<file path="config.mk">
export PLATFORM = sky130hd
export DESIGN_NAME = pc_fetch_ctrl
export DESIGN_NICKNAME = d
export VERILOG_FILES = /design/src/rtl/pc_fetch_ctrl_pkg.sv /design/src/rtl/pc_next_sel.sv /design/src/rtl/pc_fetch_ctrl.sv
export SDC_FILE = /design/constraint.sdc
export NUM_CORES = 1
export LEC_CHECK = 0
export ABC_AREA = 1
export CAP_MARGIN = 20
export CORE_ASPECT_RATIO = 1.1
export CORE_UTILIZATION = 25
export DETAILED_ROUTE_END_ITERATION = 7
export PLACE_DENSITY = 0.49
export SLEW_MARGIN = 25
export SYNTH_ARGS = -nofsm -noshare
export SYNTH_HDL_FRONTEND = slang
export SYNTH_SLANG_ARGS = --single-unit
</file>
<file path="constraint.sdc">
create_clock -name clk -period 2.45 [get_ports clk]
set_clock_uncertainty 0.2 [all_clocks]
set_input_delay 0.245 -clock clk [delete_from_list [all_inputs] [get_ports clk]]
set_output_delay 0.245 -clock clk [all_outputs]
set_load 0.005 [all_outputs]
</file>
<file path="src/rtl/pc_fetch_ctrl_pkg.sv">
// rtl/pc_fetch_ctrl_pkg.sv - shared state, next-PC select encodings and reset default for the PC controller
package pc_defs;

  typedef enum logic [1:0] {
    ST_BOOT = 2'd0,
    ST_RUN  = 2'd1,
    ST_HALT = 2'd2
  } pc_state_e;

  localparam logic [1:0]  PCSRC_PLUS4      = 2'b00;
  localparam logic [1:0]  PCSRC_TARGET     = 2'b01;
  localparam logic [1:0]  PCSRC_JALR       = 2'b10;
  localparam logic [31:0] DEFAULT_RESET_PC = 32'h0000_0000;

endpackage

</file>
<file path="src/rtl/pc_next_sel.sv">
// rtl/pc_next_sel.sv - combinational next-PC mux with misaligned-target detection
import pc_defs::*;

module pc_next_sel (
  input  logic [31:0] pc_plus4_i,
  input  logic [31:0] pc_target_i,
  input  logic [31:0] alu_result_i,
  input  logic [1:0]  pc_src_i,
  output logic [31:0] next_pc_o,
  output logic        misaligned_o
);

  always_comb begin
    next_pc_o = pc_plus4_i;
    case (pc_src_i)
      PCSRC_TARGET: next_pc_o = pc_target_i;
      // JALR drops bit 0 of rs1+imm; bit 1 can still leave the target misaligned
      PCSRC_JALR:   next_pc_o = {alu_result_i[31:1], 1'b0};
      default:      next_pc_o = pc_plus4_i;
    endcase
  end

  assign misaligned_o = |next_pc_o[1:0];

endmodule

</file>
<file path="src/rtl/pc_fetch_ctrl.sv">
// rtl/pc_fetch_ctrl.sv - RV32I PC register, next-PC FSM, retire counter; PC_MISALIGN_TRAP_EN enables target trapping
import pc_defs::*;

module pc_fetch_ctrl #(
  parameter logic [31:0] RESET_PC = DEFAULT_RESET_PC
) (
  input  logic        clk,
  input  logic        rst_n,
  input  logic [31:0] PCTarget,
  input  logic [31:0] ALUResult,
  input  logic [1:0]  PCSrc,
  input  logic        Stall,
  input  logic        imem_ready,
  input  logic        Halt,
  output logic [31:0] PC,
  output logic [31:0] PCPlus4,
  output logic        pc_valid,
  output logic        halted,
  output logic [31:0] InstRet,
  output logic        misalign_trap,
  output logic [31:0] trap_addr
);

  pc_state_e   state_q;
  logic [31:0] pc_q;
  logic [31:0] instret_q;
  logic [31:0] instret_d;
  logic        pc_valid_q;
  logic        halted_q;
  logic [31:0] next_pc;
  logic        next_misaligned;
  logic        advance;

  assign PCPlus4   = pc_q + 32'd4;
  assign instret_d = instret_q + 32'd1;
  assign advance   = imem_ready && !Stall;

  pc_next_sel u_next_sel (
    .pc_plus4_i   (PCPlus4),
    .pc_target_i  (PCTarget),
    .alu_result_i (ALUResult),
    .pc_src_i     (PCSrc),
    .next_pc_o    (next_pc),
    .misaligned_o (next_misaligned)
  );

`ifdef PC_MISALIGN_TRAP_EN
  logic        trap_q;
  logic [31:0] trap_addr_q;
`endif

  always_ff @(posedge clk) begin
    if (!rst_n) begin
      state_q    <= ST_BOOT;
      pc_q       <= RESET_PC;
      instret_q  <= 32'd0;
      pc_valid_q <= 1'b0;
      halted_q   <= 1'b0;
`ifdef PC_MISALIGN_TRAP_EN
      trap_q      <= 1'b0;
      trap_addr_q <= 32'd0;
`endif
    end else begin
      case (state_q)
        ST_BOOT: begin
          state_q    <= ST_RUN;
          pc_valid_q <= 1'b1;
        end
        ST_RUN: begin
          if (advance) begin
            // Halt wins over the alignment check: the ECALL/EBREAK itself retires
            if (Halt) begin
              state_q    <= ST_HALT;
              pc_valid_q <= 1'b0;
              halted_q   <= 1'b1;
              instret_q  <= instret_d;
            end else if (next_misaligned) begin
`ifdef PC_MISALIGN_TRAP_EN
              state_q     <= ST_HALT;
              pc_valid_q  <= 1'b0;
              halted_q    <= 1'b1;
              trap_q      <= 1'b1;
              trap_addr_q <= next_pc;
`else
              pc_q      <= {next_pc[31:2], 2'b00};
              instret_q <= instret_d;
`endif
            end else begin
              pc_q      <= next_pc;
              instret_q <= instret_d;
            end
          end
        end
        ST_HALT: begin
          state_q <= ST_HALT;
        end
        default: begin
          state_q    <= ST_BOOT;
          pc_valid_q <= 1'b0;
        end
      endcase
    end
  end

  assign PC       = pc_q;
  assign InstRet  = instret_q;
  assign pc_valid = pc_valid_q;
  assign halted   = halted_q;

`ifdef PC_MISALIGN_TRAP_EN
  assign misalign_trap = trap_q;
  assign trap_addr     = trap_addr_q;
`else
  assign misalign_trap = 1'b0;
  assign trap_addr     = 32'd0;
`endif

endmodule

</file>
==> out/results.tsv, run 1 <==
metric	value	unit
status	finished, final reports clean	
clk_lat worst skew	0.35	ns
n_diodes	0	
Area Growth Syn to Fin	51.3	%
DIE WIDTH	135	µm
critical path's most frequent cell	nor2_4	
setup ws final	0.0301	ns
Root Buffer	clkbuf_16	
FP Rows	52	
CP Cell Sequence	ha_4 -> nand2_2 -> nor2_4 -> nand2_4 -> nor2_4 -> buf_12 -> buf_6 -> nand3_1 -> and2_1 -> dlygate4sd2_1	
H-tree depth	3	
fmax	413	MHz
NetSw	0.907	mW
routed wire length	17000	µm
critical path arrival	1.97	ns
final setup fails	0	
power density over the cells	438	nW/µm²
Sw Ratio	0.283	
Lkg Pwr	2.90	nW
CP max-delay cell	dfxtp_2	
# nets final	1038	
1st-iter DRT viols	229	
Setup CP Type	reg -> out	
CP required	2.01	ns
initial antenna violation count	0	
Cell Area, Synth	4830	µm²
gr usage total	0.175	
vias	5365	
buffer levels on the longest clock path	2	
Worst setup SP type	flip-flop	
Max VDD drop	0.304	mV
clock sink count	68	
share of cells above drive strength 1	0.146	
RSZ-0062 raised after global routing	yes	
Initial Util	0.259	
total CTS buffers	9	
Max-slew headroom	0.629	
minimum clock period after layout	2.42	ns
cell count after synthesis	762	
DR WL/cell	14.1	µm
Bufs and invs on worst path	3	
Avg Inst Size Synth	6.34	µm²
Synth cell types	33	
detailed placer's ending HPWL	13000	µm
# Max-Cap Violations	0	
Worst-Margin Slew	0.555	ns
Residual DRC	0	
die area	19900	µm²
largest net degree at the start of global routing	35	
Final period util	0.988	
cts hold-fix bufs	0	
logic gate share of total power	0.223	
post-synthesis sequential area ratio	0.282	
Final Hold Slack	0.123	ns
clock share of power	0.391	
commonest non-fill, non-tap cells in the layout	213 x nand2_1, 139 x clkdlybuf4s50_1, 84 x a21oi_1	
drt first pass iters	5	
post-synth top area share	0.282	
Final Hold Violating Endpoints	0	
Remaining Overflow, GRT	0	
commonest non-fill, non-tap cell in the layout	nand2_1	
Worst path top cell family by delay	simple AND/OR/NAND/NOR gates	
area of the core	18700	µm²
first-pass GRT wire length	26900	µm
TritonCTS clock tree	built	
vias per inst	4.45	
Synth warnings	0	
Setup crit end kind	output pin	
crit-path max FO	3	
pre-CTS setup slack	0.0852	ns
Synth area leader	dfxtp_1	
Reg power frac	0.386	
number of global-route vias before repair	5182	
synth top area cells	dfxtp_1 28%, nand2_1 17%, a21oi_1 8.7%	
Power Internal	2.30	mW
IO buf count	164	
boundary pin count	202	
antenna viol nets, final	0	
chip height	148	µm
final slew viol count	0	
FF+latch count, synth	68	
clk slew on worst S/H paths	0.06	ns
worst hold path class	in -> reg	
peak per-stage delay on the critical path	0.35	ns
GPL Wtd Cong	0.871	
[area by class of cell]
| class | instances | area, µm² |
|---|---|---|
| inverter | 62 | 233 |
| multi-input combinational | 605 | 3090 |
| timing repair buffer | 214 | 2020 |
| tap | 243 | 304 |
| sequential | 68 | 1390 |
| fill | 2032 | 11400 |
| clock buffer | 12 | 267 |
| clock inverter | 2 | 10.0 |
[metrics by stage]
| step | TNS [ns] | power (mW) | instance area [µm²] | utilization | std cells |
|---|---|---|---|---|---|
| 2_1_floorplan | 0 | 1.61 | 4950 | - | 794 |
| 3_5_place_dp | 0 | 1.99 | 6760 | 0.362 | 1172 |
| 3_3_place_gp | 0 | 1.99 | 6760 | 0.362 | 1172 |
| 5_1_grt | -0.144 | 3.38 | 7310 | 0.391 | 1206 |
| 6_report | 0 | 3.20 | 7310 | 0.391 | 1206 |
| 4_1_cts | -0.0631 | 3.25 | 7220 | 0.387 | 1201 |
[worst paths after layout]
check             startpoint           to  slack (ns)  cells past startpoint
setup / recovery       PC[3]  PCPlus4[20]        0.03                     10
hold / removal         rst_n   InstRet[5]        0.12                      3
setup reg to reg  state_q[1]  InstRet[24]        0.41                      9
hold reg to reg        PC[1]        PC[1]        0.25                      2
[worst register-to-register path: stages (launching register included)]
cell	delay, ns
dfxtp_1	0.31
inv_1	0.09
ha_1	0.18
nand3_2	0.15
nor2_2	0.21
nand4_1	0.28
nor2_2	0.31
nand3_1	0.10
nand2_1	0.07
nor2_1	0.04
[cell families after synthesis]
| group | count (synthesis) | share of synthesized area |
|---|---|---|
| simple gates | 388 | 0.348 |
| compound gates | 159 | 0.189 |
| buf+inv | 121 | 0.122 |
| flops | 68 | 0.282 |
| xor+xnor | 18 | 0.0404 |
| fa+ha+maj | 7 | 0.0181 |
| other cells | 1 | 0.000776 |
[synthesized netlist by cell type, drive strengths merged]
| cell | n |
|---|---|
| xnor2 | 4 |
| clkinv | 2 |
| nand2 | 225 |
| nand3 | 38 |
| nand4 | 4 |
| clkbuf | 21 |
| ha | 7 |
| inv | 60 |
| and2 | 7 |
| a31oi | 2 |
| o21ai | 42 |
| nor4 | 1 |
| a211oi | 1 |
| xor2 | 14 |
| nor2 | 108 |
| o21a | 1 |
| dfxtp | 68 |
| a21oi | 84 |
| conb | 1 |
| or2 | 1 |
| buf | 38 |
| nand3b | 4 |
| a22o | 29 |
[power groups by stage]
| stage | Clock (mW) | Sequential [mW] | Combinational, mW |
|---|---|---|---|
| 3_3_place_gp | 0 | 1.25 | 0.738 |
| 2_1_floorplan | 0 | 1.25 | 0.352 |
| 5_1_grt | 1.33 | 1.25 | 0.799 |
| 3_5_place_dp | 0 | 1.25 | 0.733 |
| 4_1_cts | 1.29 | 1.24 | 0.724 |
| 6_report | 1.25 | 1.24 | 0.714 |
[state kept, by name (all words and copies together), names as in the netlist]
signal	cells
InstRet	32
PC	32
halted	1
pc_valid	1
state_q	2
[layer usage]
metal  part of all wire  GRT usage
met5                  0          0
met1               0.41      0.195
met3              0.070     0.0487
met4              0.023     0.0702
met2               0.50      0.313
[repair_timing]
item	CTS	global route
buffers inserted	15	5
endpoints found under the setup margin	23	15
pin swaps	16	9
gates resized for setup	48	24
Power figures use the tool's default switching activity.
==> run 2, diff against run 1 <==
--- a/config.mk
+++ b/config.mk
@@ -7,10 +7,12 @@
 export LEC_CHECK = 0
 export ABC_AREA = 1
 export CAP_MARGIN = 20
+export CELL_PAD_IN_SITES_DETAIL_PLACEMENT = 1
+export CELL_PAD_IN_SITES_GLOBAL_PLACEMENT = 2
 export CORE_ASPECT_RATIO = 1.1
-export CORE_UTILIZATION = 25
+export CORE_UTILIZATION = 22
 export DETAILED_ROUTE_END_ITERATION = 7
-export PLACE_DENSITY = 0.49
+export PLACE_DENSITY = 0.79
 export SLEW_MARGIN = 25
 export SYNTH_ARGS = -nofsm -noshare
 export SYNTH_HDL_FRONTEND = slang
==> out/results.tsv, run 2 (synthesis results as in run 1) <==
metric	value	unit	change
met2 Use GR	0.320		+0.00667
reg2reg setup slack	0.29	ns	-0.12 ns
clk_lat worst skew	0.34	ns	about the same
Initial Util	0.225		-0.0334
Residual DRC	0		unchanged
status	finished, final reports clean		
initial antenna violation count	0		unchanged
vias per inst	4.43		-0.46%
Placed Cells	1217		+3.8%
gr usage total	0.175		-0.000839
largest net degree at the start of global routing	35		unchanged
drt first pass iters	4		-1
total CTS buffers	9		unchanged
CP required	2.01	ns	about the same
post-route cell area	7380	µm²	+0.99%
H-tree depth	3		unchanged
# nets final	1037		-0.096%
clk slew on worst S/H paths	0.06	ns	about the same
final setup fails	0		unchanged
Setup CP Type	reg -> out		
vias	5553		+3.5%
RR Startpoint	state_q[1]		
n_diodes	0		unchanged
Lkg Pwr	2.88	nW	-0.73%
fmax	418	MHz	+1.1%
antenna viol nets, final	0		unchanged
worst hold path class	in -> reg		
met1 usage	0.199		+0.00353
1st-iter DRT viols	131		-43%
commonest non-fill, non-tap cells in the layout	214 x nand2_1, 138 x clkdlybuf4s50_1, 85 x nor2_1		
die area	22600	µm²	+13%
share of cells above drive strength 1	0.142		-0.00430
Area Growth Syn to Fin	52.8	%	
Post-Route Utilization	0.344		-0.0471
power density over the cells	442	nW/µm²	+0.75%
commonest non-fill, non-tap cell in the layout	nand2_1		
Final period util	0.977		-0.0110
buffer levels on the longest clock path	2		unchanged
setup ws final	0.0572	ns	+0.0271 ns
final slew viol count	0		unchanged
final cell count without fillers	1254		+4.0%
busiest grt layer	met2		
routed wire length	19100	µm	+12%
clock sink count	68		unchanged
first-pass GRT wire length	30000	µm	+12%
boundary pin count	202		unchanged
DIE WIDTH	143	µm	+6.5%
critical path arrival	1.95	ns	-0.02 ns
number of global-route vias before repair	5691		+9.8%
RSZ-0062 raised after global routing	yes		
Worst-Margin Slew	0.593	ns	+0.0384 ns
crit-path max FO	4		+1
detailed placer's ending HPWL	14500	µm	+12%
FP Rows	56		+7.7%
minimum clock period after layout	2.39	ns	-0.0271 ns
chip height	157	µm	+6.5%
met3 GRT Util	0.0441		-0.00458
Worst setup SP type	flip-flop		
Setup crit end kind	output pin		
Remaining Overflow, GRT	0		unchanged
DR WL/cell	15.2	µm	+7.6%
Final Hold Slack	0.228	ns	+0.105 ns
crit path from	PC[2]		
area of the core	21400	µm²	+15%
IO buf count	164		unchanged
Final Hold Violating Endpoints	0		unchanged
Max VDD drop	0.293	mV	-3.5%
TritonCTS clock tree	built		
Root Buffer	clkbuf_16		
Max-slew headroom	0.604		-0.0256
GPL Wtd Cong	0.784		-10%
hold path start	rst_n		
pre-CTS setup slack	0.0902	ns	+0.00502 ns
# Max-Cap Violations	0		unchanged
Post-Place Cell Area	6840	µm²	+1.2%
## run 2: changes by cell type in the layout (fill, tap and decap cells not counted), sizes merged, moves of 3 or more
cell           before  now
dlygate4sd2        18   13
clkbuf             14   17
clkdlybuf4s15       2    5
clkinvlp            0    3
## run 2: layer usage
layer	vias up	wire length [µm]
met5	-	0
met4	0	197
met3	9	1020
met2	146	9580
met1	2606	8260
li1	2792	-
## run 2: through the flow
stage	TNS, ns	total power [mW]
2_1_floorplan	0	1.61
3_3_place_gp	0	2.00
3_5_place_dp	0	2.01
4_1_cts	-0.190	3.33
5_1_grt	-0.146	3.46
6_report	0	3.26
## run 2: repair_timing
item / CTS / global route
resized for setup: 54 / 28
hold buffers: 0 / 0
endpoints found under the setup margin: 24 / 14
setup buffers: 13 / 8
pin swaps: 15 / 11
## run 2: final timing paths
check | endpoint | depth (start not counted)
worst max-delay path | PCPlus4[20] | 9
worst min register to register | halted | 2
worst max register to register | PC[15] | 8
worst min-delay path | PC[19] | 3
## run 2: final cells by class
type / count / area, µm²
Inverter: 62 / 233
Sequential cell: 68 / 1390
Timing Repair Buffer: 213 / 2020
Fill cell: 2730 / 14100
Clock buffer: 11 / 253
Clock inverter: 5 / 36.3
Tap cell: 290 / 363
Multi-Input combinational cell: 605 / 3080
## run 2: report_power, final
group / internal (mW) / switching (mW) / leakage [nW]
logic: 0.367 / 0.359 / 2.19
registers: 1.17 / 0.0672 / 0.557
clock network: 0.741 / 0.551 / 0.134
total: 2.28 / 0.978 / 2.88
## run 2: critical path, cell delays in order, from the launching register on
cell           delay [ns]
dfxtp_2              0.35
ha_4                 0.14
nand2_2              0.06
nor2_4               0.15
nand2_4              0.10
nor2_4               0.16
buf_6                0.13
nand3_1              0.07
and2_1               0.17
dlygate4sd2_1        0.27
==> run 3, diff against run 2 <==
--- a/config.mk
+++ b/config.mk
@@ -9,7 +9,6 @@
 export CAP_MARGIN = 20
 export CELL_PAD_IN_SITES_DETAIL_PLACEMENT = 1
 export CELL_PAD_IN_SITES_GLOBAL_PLACEMENT = 2
-export CORE_ASPECT_RATIO = 1.1
 export CORE_UTILIZATION = 22
 export DETAILED_ROUTE_END_ITERATION = 7
 export PLACE_DENSITY = 0.79
==> out/results.tsv, run 3 (synthesis results as in run 1) <==
metric	value	unit	change
n_diodes	0		unchanged
power density over the cells	450	nW/µm²	+2.0%
CP max-delay cell	clkdlybuf4s50_1		
IO buf count	164		unchanged
CP Depth	6		-3
final slew viol count	0		unchanged
largest net degree at the start of global routing	36		+2.9%
clock sink count	68		unchanged
# nets final	1042		+0.48%
Bufs and invs on worst path	2		unchanged
chip height	150	µm	-4.6%
status	finished, final reports clean		
1st-iter DRT viols	151		+15%
cts hold-fix bufs	0		unchanged
first-pass GRT wire length	30300	µm	+1.1%
Setup CP Type	reg -> out		
RSZ-0062 raised after global routing	yes		
area of the core	21300	µm²	-0.72%
Root Buffer	clkbuf_16		
CP required	2.01	ns	about the same
Residual DRC	0		unchanged
DR WL/cell	15.2	µm	+0.31%
Area Growth Syn to Fin	54.2	%	
hold path start	rst_n		
Power Total	3.35	mW	+2.9%
worst hold path depth	3		unchanged
Max-slew headroom	0.578		-0.0262
# Max-Cap Violations	0		unchanged
clk slew on worst S/H paths	0.06	ns	about the same
commonest non-fill, non-tap cell in the layout	nand2_1		
peak per-stage delay on the critical path	0.56	ns	+0.21 ns
minimum clock period after layout	2.35	ns	-0.0462 ns
FP Rows	53		-5.4%
gr usage total	0.174		-0.000438
final setup fails	0		unchanged
Max VDD drop	0.269	mV	-8.2%
vias per inst	4.45		+0.59%
Worst-Margin Slew	0.633	ns	+0.0392 ns
worst hold path class	in -> reg		
crit-path max FO	3		-1
DIE WIDTH	150	µm	+4.8%
die area	22500	µm²	about the same
fmax	426	MHz	+2.0%
Final Hold Violating Endpoints	0		unchanged
detailed placer's ending HPWL	14300	µm	-1.7%
GPL Wtd Cong	0.828		+5.6%
total CTS buffers	9		unchanged
buffer levels on the longest clock path	2		unchanged
reg2reg setup slack	0.36	ns	+0.07 ns
drt first pass iters	4		unchanged
share of cells above drive strength 1	0.153		+0.0106
TritonCTS clock tree	built		
number of global-route vias before repair	5751		+1.1%
path depth of the worst reg2reg path	8		unchanged
setup TNS	0	ns	unchanged
post-route cell area	7450	µm²	+0.95%
clk_lat worst skew	0.35	ns	about the same
Final period util	0.958		-0.0188
commonest non-fill, non-tap cells in the layout	212 x nand2_1, 138 x clkdlybuf4s50_1, 84 x a21oi_1		
Lkg Pwr	2.96	nW	+2.9%
boundary pin count	202		unchanged
Setup crit end kind	output pin		
Worst path top cell family by delay	buffers and inverters		
Worst setup SP type	flip-flop		
initial antenna violation count	0		unchanged
Remaining Overflow, GRT	0		unchanged
RR Startpoint	state_q[1]		
critical path arrival	1.90	ns	-0.05 ns
routed wire length	19000	µm	-0.49%
vias	5541		-0.22%
Post-Place Cell Area	6850	µm²	about the same
Initial Util	0.227		+0.00163
antenna viol nets, final	0		unchanged
CP Cell Sequence	ha_4 -> nand2_2 -> nor2_4 -> buf_4 -> xor2_1 -> clkdlybuf4s50_1		
crit path from	PC[2]		
H-tree depth	3		unchanged
[run 3: stage by stage]
stage	hold WS [ns]	util	std cells	setup WS, ns
after CTS	0.0965	0.346	1240	-0.122
after global placement	0.239	0.322	1205	0.0685
after global routing	0.113	0.350	1244	-0.0110
final	0.110	0.350	1244	0.103
after floorplan	0.190	-	794	0.680
after detailed placement	0.244	0.322	1205	0.0552
[run 3: cell type report]
type                    count  area (µm²)
inverters                  62         233
well taps                 275         344
clock inverters             4        47.5
fillers                  2657       13800
multi-input cells         605        3110
repair buffers            218        2070
clock buffers              12         256
flip-flops and latches     68        1390
[run 3: where the power goes]
group	internal, mW	switching (mW)	total [mW]
clock network	0.841	0.533	1.37
registers	1.17	0.0658	1.24
logic	0.374	0.369	0.742
[run 3: routing by layer]
layer,up-vias,track usage,part of all wire
met5,-,0,0
met4,0,0.0359,0.0087
met3,11,0.0561,0.071
met2,144,0.302,0.48
met1,2591,0.209,0.44
li1,2795,-,-
[run 3: path summary, 6_finish.rpt]
| kind | end |
|---|---|
| max | PCPlus4[6] |
| min | InstRet[19] |
| max reg2reg | PC[24] |
| min reg2reg | halted |
[run 3: what timing repair did]
action / CTS / global route
setup buffers: 19 / 5
setup endpoints to repair: 23 / 16
pin swaps: 16 / 6
gates resized for setup: 60 / 34
[run 3: worst min-delay path, delay by kind of cell]
kind | cells | cell delay [ns]
buf+inv | 1 | 0.22
simple gates | 2 | 0.14
==> RTL edit: new RTL, settings of run 2 <==
Re-encode `pc_state_e` (3 states) as one-hot, 3 bits wide.
--- a/src/rtl/pc_fetch_ctrl_pkg.sv
+++ b/src/rtl/pc_fetch_ctrl_pkg.sv
@@ -2,8 +2,8 @@
 package pc_defs;
 
-  typedef enum logic [1:0] {
-    ST_BOOT = 2'd0,
-    ST_RUN  = 2'd1,
-    ST_HALT = 2'd2
+  typedef enum logic [2:0] {
+    ST_BOOT = 3'b001,
+    ST_RUN  = 3'b010,
+    ST_HALT = 3'b100
   } pc_state_e;
 
Function: same outputs for any inputs over 4 cycles, from zero or initial values and one cycle with rst_n low; so few cycles prove little.
==> RTL edit against run 2 <==
- sequential cell count up 1
- synthesized area about the same
- via count is 1.3% higher
- die area about the same
- power shrank 6.2%
- wire length is 0.42% higher
- setup slack better by 0.0012 ns
- largest power group unchanged
- cell area up 1.9%
- largest cell class unchanged
- global-route usage up 0.42 points
- critical endpoint is now PCPlus4[7]
==> RTL edit: results (changes against run 2) <==
status=finished, final reports clean (unchanged); Lkg Pwr=2.97 nW (was 2.88 nW); crit-path max cell delay=0.56 ns (was 0.35 ns); initial antenna violation count=0 (unchanged); YS warnings=0 (unchanged); fraction of layout cells with a size suffix above 1=16.5% (was 14.2%); count of different cell masters after synthesis=34 (was 33); vias in the first global route=5893 (was 5691); Synth Instances=763 (was 762); Area contributors post-synth=dfxtp_1, nand2_1, a21oi_1 (unchanged); normalized max-slew margin=62.6% (was 60.4%); DRC marker count from the first detailed-route iteration=170 (was 131); slowest CP cell=clkdlybuf4s50_1 (was dfxtp_2); R2R Setup Slk=0.09 ns (was 0.29 ns); top cells by count, synth=nand2_1, nor2_1, a21oi_1, dfxtp_1, inv_1 (unchanged); Top delay family on crit path=buffers and inverters (was simple AND/OR/NAND/NOR gates); wire per inst=15.1 um (was 15.2 um); worst vdd ir=0.000298 V (was 0.000293 V); H-Tree Depth=3 (unchanged); P_int=2.28 mW (about the same); DR vias/cell=4.45 (was 4.43); Worst EP arrival=1.95 ns (about the same); drt pass-1 iters=4 (unchanged); pre-CTS WS=0.0889 ns (was 0.0902 ns); routability cong.=0.787 (was 0.784); port bufs=164 (unchanged); placed instance count=1204 (was 1217); Worst-Skew Late Latency=0.35 ns; antenna cells=0 (unchanged); CTS clk-pin slew, worst paths=0.06 ns (about the same); Net count, final=1044 (was 1037); Tot GR Track Use=17.9% (was 17.5%); drt total wl=19100 um (about the same); most used flip-flop cell after synthesis=dfxtp_1 (unchanged); total CTS buffers=9 (unchanged); placed inst area=0.00671 mm2 (was 0.00684 mm2); smallest setup slack after layout=0.0583 ns (was 0.0572 ns); Async S/R FF share, synth=0% (unchanged); pin count of the biggest net entering global routing=39 (was 35); register area share after synthesis=28.6% (was 28.2%); worst hold slack=0.114 ns (was 0.228 ns); post-DP HPWL=14400 um (was 14500 um); Filler cells=2730 (unchanged); Clock Tree Buf Depth=2 (unchanged); Min-Delay Path Class=input pin to register (unchanged); first-pass GRT wire length=30800 um (was 30000 um); Root Driver=clkbuf_16 (unchanged); CP Max Fanout=3 (was 4)
RTL edit: cell types whose count changed in the layout (fill, tap and decap cells not counted), moves of 5 or more:
cell and delta:
nor3_1 +5, o21ai_0 -5, buf_4 +14, and2_1 -6, clkdlybuf4s15_1 -5, a21oi_1 -8, inv_1 -11, nor2_1 +9
nand3_1 -8
RTL edit: routing by layer:
layer  wire length, um  track usage, %  vias up
met1              8100            20.3     2663
met2              9660            32.5      140
met3              1120            4.53       15
met5                 0               0        -
li1                  -               -     2805
met4               265            5.67        0
RTL edit: area by class of cell:
class                   instances  area, um2  share of cell area (%)
clock inverters                 5       83.8                    1.11
clock buffers                  11        243                    3.23
repair buffers                225       2110                    28.1
multi-input cells             613       3130                    41.6
inverters                      51        191                    2.55
well taps                     290        363                    4.83
flip-flops and latches         69       1400                    18.6
RTL edit: timing repair:
item                                    4_1_cts  5_1_grt
pin swaps                                    22       18
resized for setup                            69       26
setup buffers                                35       11
endpoints found under the setup margin       25       16
RTL edit: cells by family after synthesis:
family	after synthesis	synth area share [%]
simple gates	406	36.2
flops	69	28.6
other cells	1	0.0776
compound gates	151	18.2
buf+inv	113	11.9
xor+xnor	19	4.07
fa+ha+maj	4	1.04
RTL edit: worst paths after layout:
| kind | to | cells after the start | startpoint |
|---|---|---|---|
| setup / recovery | PCPlus4[7] | 6 | PC[2]$_SDFFE_PN0P_ |
| hold / removal | PC[16]$_SDFFE_PN0P_ | 3 | rst_n |
| setup reg to reg | PC[28]$_SDFFE_PN0P_ | 18 | PC[2]$_SDFFE_PN0P_ |
| hold reg to reg | PC[1]$_SDFFE_PN0P_ | 2 | PC[1]$_SDFFE_PN0P_ |
RTL edit: power groups by stage:
stage          combinational [mW]  clock, mW  sequential [mW]
2_1_floorplan               0.208          0             1.19
3_3_place_gp                0.393          0             1.19
3_5_place_dp                0.396          0             1.19
4_1_cts                     0.403       1.53             1.17
5_1_grt                     0.445       1.58             1.17
6_report                    0.401       1.49             1.17
RTL edit: worst min-delay path, cell delays in order:
cell and delay [ns]:
buf_2 0.21, o21ai_0 0.12, a21oi_1 0.05
